[src/rtl/spi_reg_ctrl_if.sv]
// Bus bundle between the SPI byte engine / register bank and spi_reg_ctrl.
// "slave" is the controller's view and "master" is the environment's view.
interface spi_reg_ctrl_if #(
    parameter int D_W    = 8,
    parameter int ADDR_W = 4
);
    logic              cs_active;
    logic              rx_valid;
    logic [D_W-1:0]    rx_data;
    logic [D_W-1:0]    tx_data;
    logic [ADDR_W-1:0] reg_addr;
    logic [D_W-1:0]    reg_wdata;
    logic              reg_wr_en;
    logic [D_W-1:0]    reg_rdata;
    logic              busy;

    modport slave (
        input  cs_active, rx_valid, rx_data, reg_rdata,
        output tx_data, reg_addr, reg_wdata, reg_wr_en, busy
    );

    modport master (
        output cs_active, rx_valid, rx_data, reg_rdata,
        input  tx_data, reg_addr, reg_wdata, reg_wr_en, busy
    );
endinterface

[src/rtl/spi_reg_ctrl.sv]
// SPI register-access controller.
// The first byte of a transaction is a command: bit D_W-1 selects write (1) or
// read (0), and the low ADDR_W bits give the register address. Following bytes
// are write data (write) or dummy bytes that clock out read data (read).
// Optional feature: define SPI_REG_AUTOINC_EN to step the register address
// after every data byte (wrapping at the top of the bank).
// ADDR_W must not exceed D_W-1 so the address never overlaps the direction bit.
module spi_reg_ctrl #(
    parameter int D_W    = 8,
    parameter int ADDR_W = 4
) (
    input  logic          m_clk,
    input  logic          rst,
    spi_reg_ctrl_if.slave bus
);

`ifdef SPI_REG_AUTOINC_EN
    localparam bit AUTOINC = 1'b1;
`else
    localparam bit AUTOINC = 1'b0;
`endif

    // Byte presented to the SPI master as soon as a transaction opens.
    localparam logic [D_W-1:0] SYNC_BYTE = D_W'(8'hA5);

    typedef enum logic [1:0] {
        IDLE  = 2'd0,
        CMD   = 2'd1,
        WDATA = 2'd2,
        RDATA = 2'd3
    } state_t;

    state_t            state, state_next;
    logic [D_W-1:0]    tx_q, tx_next;
    logic [D_W-1:0]    wdata_q, wdata_next;
    logic [ADDR_W-1:0] addr_q, addr_next;
    logic              wr_en_q, wr_en_next;
    // Set on the edge that accepts a read byte; the following edge captures
    // reg_rdata, which by then reflects the freshly updated address. This
    // gives the two-cycle pulse-to-tx_data latency.
    logic              load_q, load_next;

    // State and datapath registers; reset wins over everything, including a
    // write strobe that was about to be issued.
    always_ff @(posedge m_clk) begin
        if (rst) begin
            state   <= IDLE;
            tx_q    <= '0;
            wdata_q <= '0;
            addr_q  <= '0;
            wr_en_q <= 1'b0;
            load_q  <= 1'b0;
        end else begin
            state   <= state_next;
            tx_q    <= tx_next;
            wdata_q <= wdata_next;
            addr_q  <= addr_next;
            wr_en_q <= wr_en_next;
            load_q  <= load_next;
        end
    end

    // Next-state and datapath decisions for the command/data protocol.
    always_comb begin
        state_next = state;
        tx_next    = tx_q;
        wdata_next = wdata_q;
        addr_next  = addr_q;
        wr_en_next = 1'b0;
        load_next  = 1'b0;

        // Deferred read-data capture from the previous accepted read byte.
        if (load_q) begin
            tx_next = bus.reg_rdata;
        end

        // Post-write increment lands on the edge that ends the strobe, so the
        // strobe itself always carries the address the byte was meant for.
        if (AUTOINC && wr_en_q) begin
            addr_next = addr_q + ADDR_W'(1);
        end

        case (state)
            IDLE: begin
                // rx_valid is ignored here; only chip select opens a transaction.
                if (bus.cs_active) begin
                    state_next = CMD;
                    tx_next    = SYNC_BYTE;
                end
            end

            CMD: begin
                if (bus.rx_valid) begin
                    addr_next = bus.rx_data[ADDR_W-1:0];
                    if (bus.rx_data[D_W-1]) begin
                        state_next = WDATA;
                    end else begin
                        state_next = RDATA;
                        load_next  = 1'b1;
                    end
                end
                if (!bus.cs_active) begin
                    state_next = IDLE;
                end
            end

            WDATA: begin
                // A byte that arrives together with chip select falling is
                // still written: stay one more cycle so the strobe happens
                // inside WDATA, then leave. Once the strobe is out, a closed
                // chip select ends the transaction and no new byte is taken.
                if (!bus.cs_active && (wr_en_q || !bus.rx_valid)) begin
                    state_next = IDLE;
                end else if (bus.rx_valid) begin
                    wr_en_next = 1'b1;
                    wdata_next = bus.rx_data;
                end
            end

            RDATA: begin
                // Byte content is don't-care; each one fetches the next value.
                if (bus.rx_valid) begin
                    if (AUTOINC) begin
                        addr_next = addr_q + ADDR_W'(1);
                    end
                    load_next = 1'b1;
                end
                if (!bus.cs_active) begin
                    state_next = IDLE;
                end
            end

            default: begin
                state_next = IDLE;
            end
        endcase
    end

    assign bus.tx_data   = tx_q;
    assign bus.reg_addr  = addr_q;
    assign bus.reg_wdata = wdata_q;
    assign bus.reg_wr_en = wr_en_q;
    assign bus.busy      = (state != IDLE);

endmodule

[src/flat_wrapper.sv]
// flat-port wrapper written by rule: the top's interface ports become plain ports
module spi_reg_ctrl_flat 
#(
    parameter int D_W    = 8,
    parameter int ADDR_W = 4
)
  (m_clk, rst, bus_cs_active, bus_rx_valid, bus_rx_data, bus_reg_rdata, bus_tx_data, bus_reg_addr, bus_reg_wdata, bus_reg_wr_en, bus_busy);
  spi_reg_ctrl_if #(.D_W(D_W), .ADDR_W(ADDR_W)) bus_i ();
  input  logic m_clk;
  input  logic rst;
  input wire logic [$bits(bus_i.cs_active)-1:0] bus_cs_active;
  input wire logic [$bits(bus_i.rx_valid)-1:0] bus_rx_valid;
  input wire logic [$bits(bus_i.rx_data)-1:0] bus_rx_data;
  input wire logic [$bits(bus_i.reg_rdata)-1:0] bus_reg_rdata;
  output wire logic [$bits(bus_i.tx_data)-1:0] bus_tx_data;
  output wire logic [$bits(bus_i.reg_addr)-1:0] bus_reg_addr;
  output wire logic [$bits(bus_i.reg_wdata)-1:0] bus_reg_wdata;
  output wire logic [$bits(bus_i.reg_wr_en)-1:0] bus_reg_wr_en;
  output wire logic [$bits(bus_i.busy)-1:0] bus_busy;
  assign bus_i.cs_active = bus_cs_active;
  assign bus_i.rx_valid = bus_rx_valid;
  assign bus_i.rx_data = bus_rx_data;
  assign bus_i.reg_rdata = bus_reg_rdata;
  assign bus_tx_data = bus_i.tx_data;
  assign bus_reg_addr = bus_i.reg_addr;
  assign bus_reg_wdata = bus_i.reg_wdata;
  assign bus_reg_wr_en = bus_i.reg_wr_en;
  assign bus_busy = bus_i.busy;
  spi_reg_ctrl #(.D_W(D_W), .ADDR_W(ADDR_W)) u_core (.m_clk(m_clk), .rst(rst), .bus(bus_i));
endmodule
[config.mk]
export PLATFORM = sky130hd
export DESIGN_NAME = spi_reg_ctrl_flat
export DESIGN_NICKNAME = d
export VERILOG_FILES = /design/src/rtl/spi_reg_ctrl_if.sv /design/src/rtl/spi_reg_ctrl.sv /design/src/flat_wrapper.sv
export SDC_FILE = /design/constraint.sdc
export NUM_CORES = 1
export LEC_CHECK = 0
export ABC_AREA = 1
export ABC_CLOCK_PERIOD_IN_PS = 2200
export CORE_MARGIN = 4
export CORE_UTILIZATION = 47
export CTS_CLUSTER_DIAMETER = 200
export DETAILED_ROUTE_END_ITERATION = 8
export DONT_BUFFER_PORTS = 1
export GPL_ROUTABILITY_DRIVEN = 0
export HOLD_SLACK_MARGIN = 0.08
export PLACE_DENSITY_LB_ADDON = 0.1
export REMOVE_ABC_BUFFERS = 1
export SLEW_MARGIN = 20
export SYNTH_ARGS = -nofsm -noshare
export SYNTH_HDL_FRONTEND = slang
export SYNTH_SLANG_ARGS = --single-unit
[constraint.sdc]
create_clock -name m_clk -period 2.2 [get_ports m_clk]
set_input_delay 0.33 -clock m_clk [delete_from_list [all_inputs] [get_ports m_clk]]
set_output_delay 0.33 -clock m_clk [all_outputs]
set_load 0.01 [all_outputs]
==> impl_metrics.env <==
export IMPL_htree_levels=1
export IMPL_p_int_mw=0.769
export IMPL_cts_buffers=3
export IMPL_report_final_slew_viol_count=0
export IMPL_portBuffers=0
export IMPL_switching_share_pct=31.9
export IMPL_relSlewSlack_pct=80.1
export IMPL_endpoint="bus_busy"
export IMPL_crit_start="u_core.state[0]"
export IMPL_drt_iter0_markers=8
export IMPL_antenna_left=0
export IMPL_initial_core_util_pct=51.8
export IMPL_insertion_delay_ns=0.31
export IMPL_crit_slowest_cell="dfxtp_1"
export IMPL_async_reset_ff_share_pct=0
export IMPL_r2r_end="u_core.bus.reg_wdata[0]"
export IMPL_root_buffer="clkbuf_4"
export IMPL_clkPwrFrac_pct=27.6
export IMPL_crit_path_start_kind="flop"
export IMPL_synth_top_area_share_pct=51.5
export IMPL_r2r_start="u_core.state[1]"
export IMPL_tightest_slew_ns=0.298
export IMPL_ff2ff_setup_slack_ns=1.10
export IMPL_synth_edf_count=0
export IMPL_cts_tree="yes"
export IMPL_cp_max_fo=5
export IMPL_cp_cell_sequence="nor2_1, inv_1"
export IMPL_num_vias=764
export IMPL_ys_warnings_count=0
export IMPL_clock_sinks=24
export IMPL_grt_max_degree=15
export IMPL_drt_pass1_iterations=4
export IMPL_instances_no_fill=152
export IMPL_synth_common_cells="28 x nand2_1, 28 x nor2_1, 24 x dfxtp_1"
export IMPL_holdWs_ns=0.101
export IMPL_leakage_nw=0.421
export IMPL_required_ns=1.87
export IMPL_ys_ff_latch=24
export IMPL_antenna_found_initial=0
export IMPL_wl_mm=1.97
export IMPL_seq_power_share_pct=52.5
export IMPL_power_mw=1.13
export IMPL_yosysSeqAreaShare_pct=51.5
export IMPL_clockBufferDepth=2
export IMPL_num_antenna_cells=0
export IMPL_path_buf_inv=1
export IMPL_synth_cell_types=18
export IMPL_drive_gt1_share_pct=8.66
export IMPL_avgSynthCellArea_um2=7.47
export IMPL_syn_to_final_growth_pct=8.44
export IMPL_cp_data_arrival_time_ns=1.03
export IMPL_fmax_mhz=735
export IMPL_chipWidth_um=52.6
export IMPL_fin_skew_ns=0.00355
export IMPL_num_nets_final=148
export IMPL_grt_overflow_total=0
export IMPL_core_region_area_um2=1800
export IMPL_period_needed_ns=1.36
export IMPL_holdCritPathClass="in2reg"
export IMPL_timing_hold_violations_final=0
export IMPL_core_rowCount=15
export IMPL_ir_drop_v=0.000642
export IMPL_worstSetupPathType="reg2out"
export IMPL_dp_hpwl_mm=1.50
export IMPL_pwr_share_comb_pct=19.9
export IMPL_crit_family="flip-flops"
export IMPL_end_kind="output pin"
export IMPL_num_io_pins=42
export IMPL_clk_pin_slew_ns=0.12
export IMPL_viasPerCell=5.03
export IMPL_cp_depth=2
export IMPL_dieArea_um2=2760
export IMPL_ctsResizeCount=0
export IMPL_drc=0
export IMPL_maxCapViolations=0
export IMPL_grt_pass1_vias=745
export IMPL_fillers=191
export IMPL_fin_crit_sh_pct=61.8
export IMPL_synth_top_area_cell="dfxtp_1"
export IMPL_synth_area_leaders="dfxtp_1 51%, nand2_1 11%, nor2_1 11%, o21ai_0 5.9%, inv_1 3.6%"
export IMPL_synth_area_um2=933
export IMPL_drt_wirelength_per_cell_um=12.9
export IMPL_syn_inst=125
export IMPL_status="finished, final reports clean"
export IMPL_rsz0062_at_grt="false"
export IMPL_reg2reg_depth=5
export IMPL_report_final_setup_viol=0
export IMPL_net_switching_power_mw=0.359
export IMPL_die_h_um=52.6
export IMPL_p_per_area_nw_per_um2=1110
export IMPL_dp_cells=147
export IMPL_grt_first_pass_wirelength_mm=3.09
export IMPL_synthFlopType="dfxtp_1"
export IMPL_fin_tns_setup_ns=0
export IMPL_grtUsageTotal_pct=15.4
export IMPL_slowest_delay_ns=0.39
routing by layer:
layer  track usage (%)  vias up  part of all wire [%]
li1                  -      401                     -
met4              10.2        0                   2.1
met3              7.12        4                    14
met1              15.9      327                    42
met5                 0        -                     0
met2              24.8       32                    42
state kept, by name, summed over array words and instances, names as in the netlist:
name / cells
u_core.load_q: 1
u_core.bus.reg_wr_en: 1
u_core.bus.reg_wdata: 8
u_core.state: 2
u_core.bus.reg_addr: 4
u_core.bus.tx_data: 8
area by class of cell:
| cell class | count | area (um^2) | area share [%] |
|---|---|---|---|
| clock buffer | 3 | 22.5 | 2.22 |
| clock inverter | 1 | 30.0 | 2.97 |
| inverter | 12 | 50.0 | 4.94 |
| multi-input combinational | 86 | 388 | 38.3 |
| sequential | 24 | 480 | 47.5 |
| tap | 25 | 31.3 | 3.09 |
| timing repair buffer | 1 | 10.0 | 0.989 |
power groups by stage:
stage	registers (mW)	clock network, mW	logic, mW
finish	0.593	0.311	0.224
global route	0.603	0.337	0.264
CTS	0.595	0.321	0.227
detailed placement	0.605	0	0.223
global placement	0.602	0	0.218
floorplan	0.588	0	0.187
cell families after synthesis:
group / synth area share (%)
AND/OR/NAND/NOR: 26.1
AO/OA/AOI/OAI: 15.4
flip-flops: 51.5
buffers and inverters: 6.97
cells in the final DEF, fill, tap and decap left out:
master	n
nor2_1	28
nand2_1	28
dfxtp_1	24
o21ai_0	11
inv_1	9
a21oi_1	6
a31oi_1	4
clkbuf_4	3
inv_2	2
o21ai_1	2
nor2_2	1
nor2_4	1
o211ai_1	1
a21oi_2	1
nand2_4	1
clkinv_4	1
a211oi_1	1
nand3_1	1
bufinv_16	1
dlygate4sd3_1	1
metrics by stage:
stage | worst slack [ns] | instance area, um^2 | utilization (%)
floorplan | 1.24 | 918 | -
global placement | 1.11 | 950 | 52.7
detailed placement | 1.12 | 950 | 52.7
CTS | 0.835 | 1010 | 56.2
global route | 0.798 | 1010 | 56.2
finish | 0.840 | 1010 | 56.2
how the worst min path moves through the flow:
stage	startpoint	end	slack, ns	cells past startpoint
after CTS	bus_rx_data[7]	u_core.load_q	0.09	1
final	bus_rx_data[7]	u_core.load_q	0.10	1
after floorplan	rst	u_core.state[0]	0.40	1
after detailed placement	rst	u_core.bus.tx_data[7]	0.40	1
after global placement	rst	u_core.bus.tx_data[5]	0.40	1
after global routing	bus_rx_data[7]	u_core.load_q	0.09	1
worst register-to-register path, stage by stage, from the launching register on:
cell and delay (ns):
dfxtp_1 0.44, inv_2 0.09, nor2_4 0.12, nand2_4 0.10, o21ai_0 0.20, nor2_1 0.05
timing repair:
action	CTS	global route
endpoints found under the hold margin	7	0
hold buffers	1	0
buffers inserted	0	0
(Power assumes the default switching activity.)
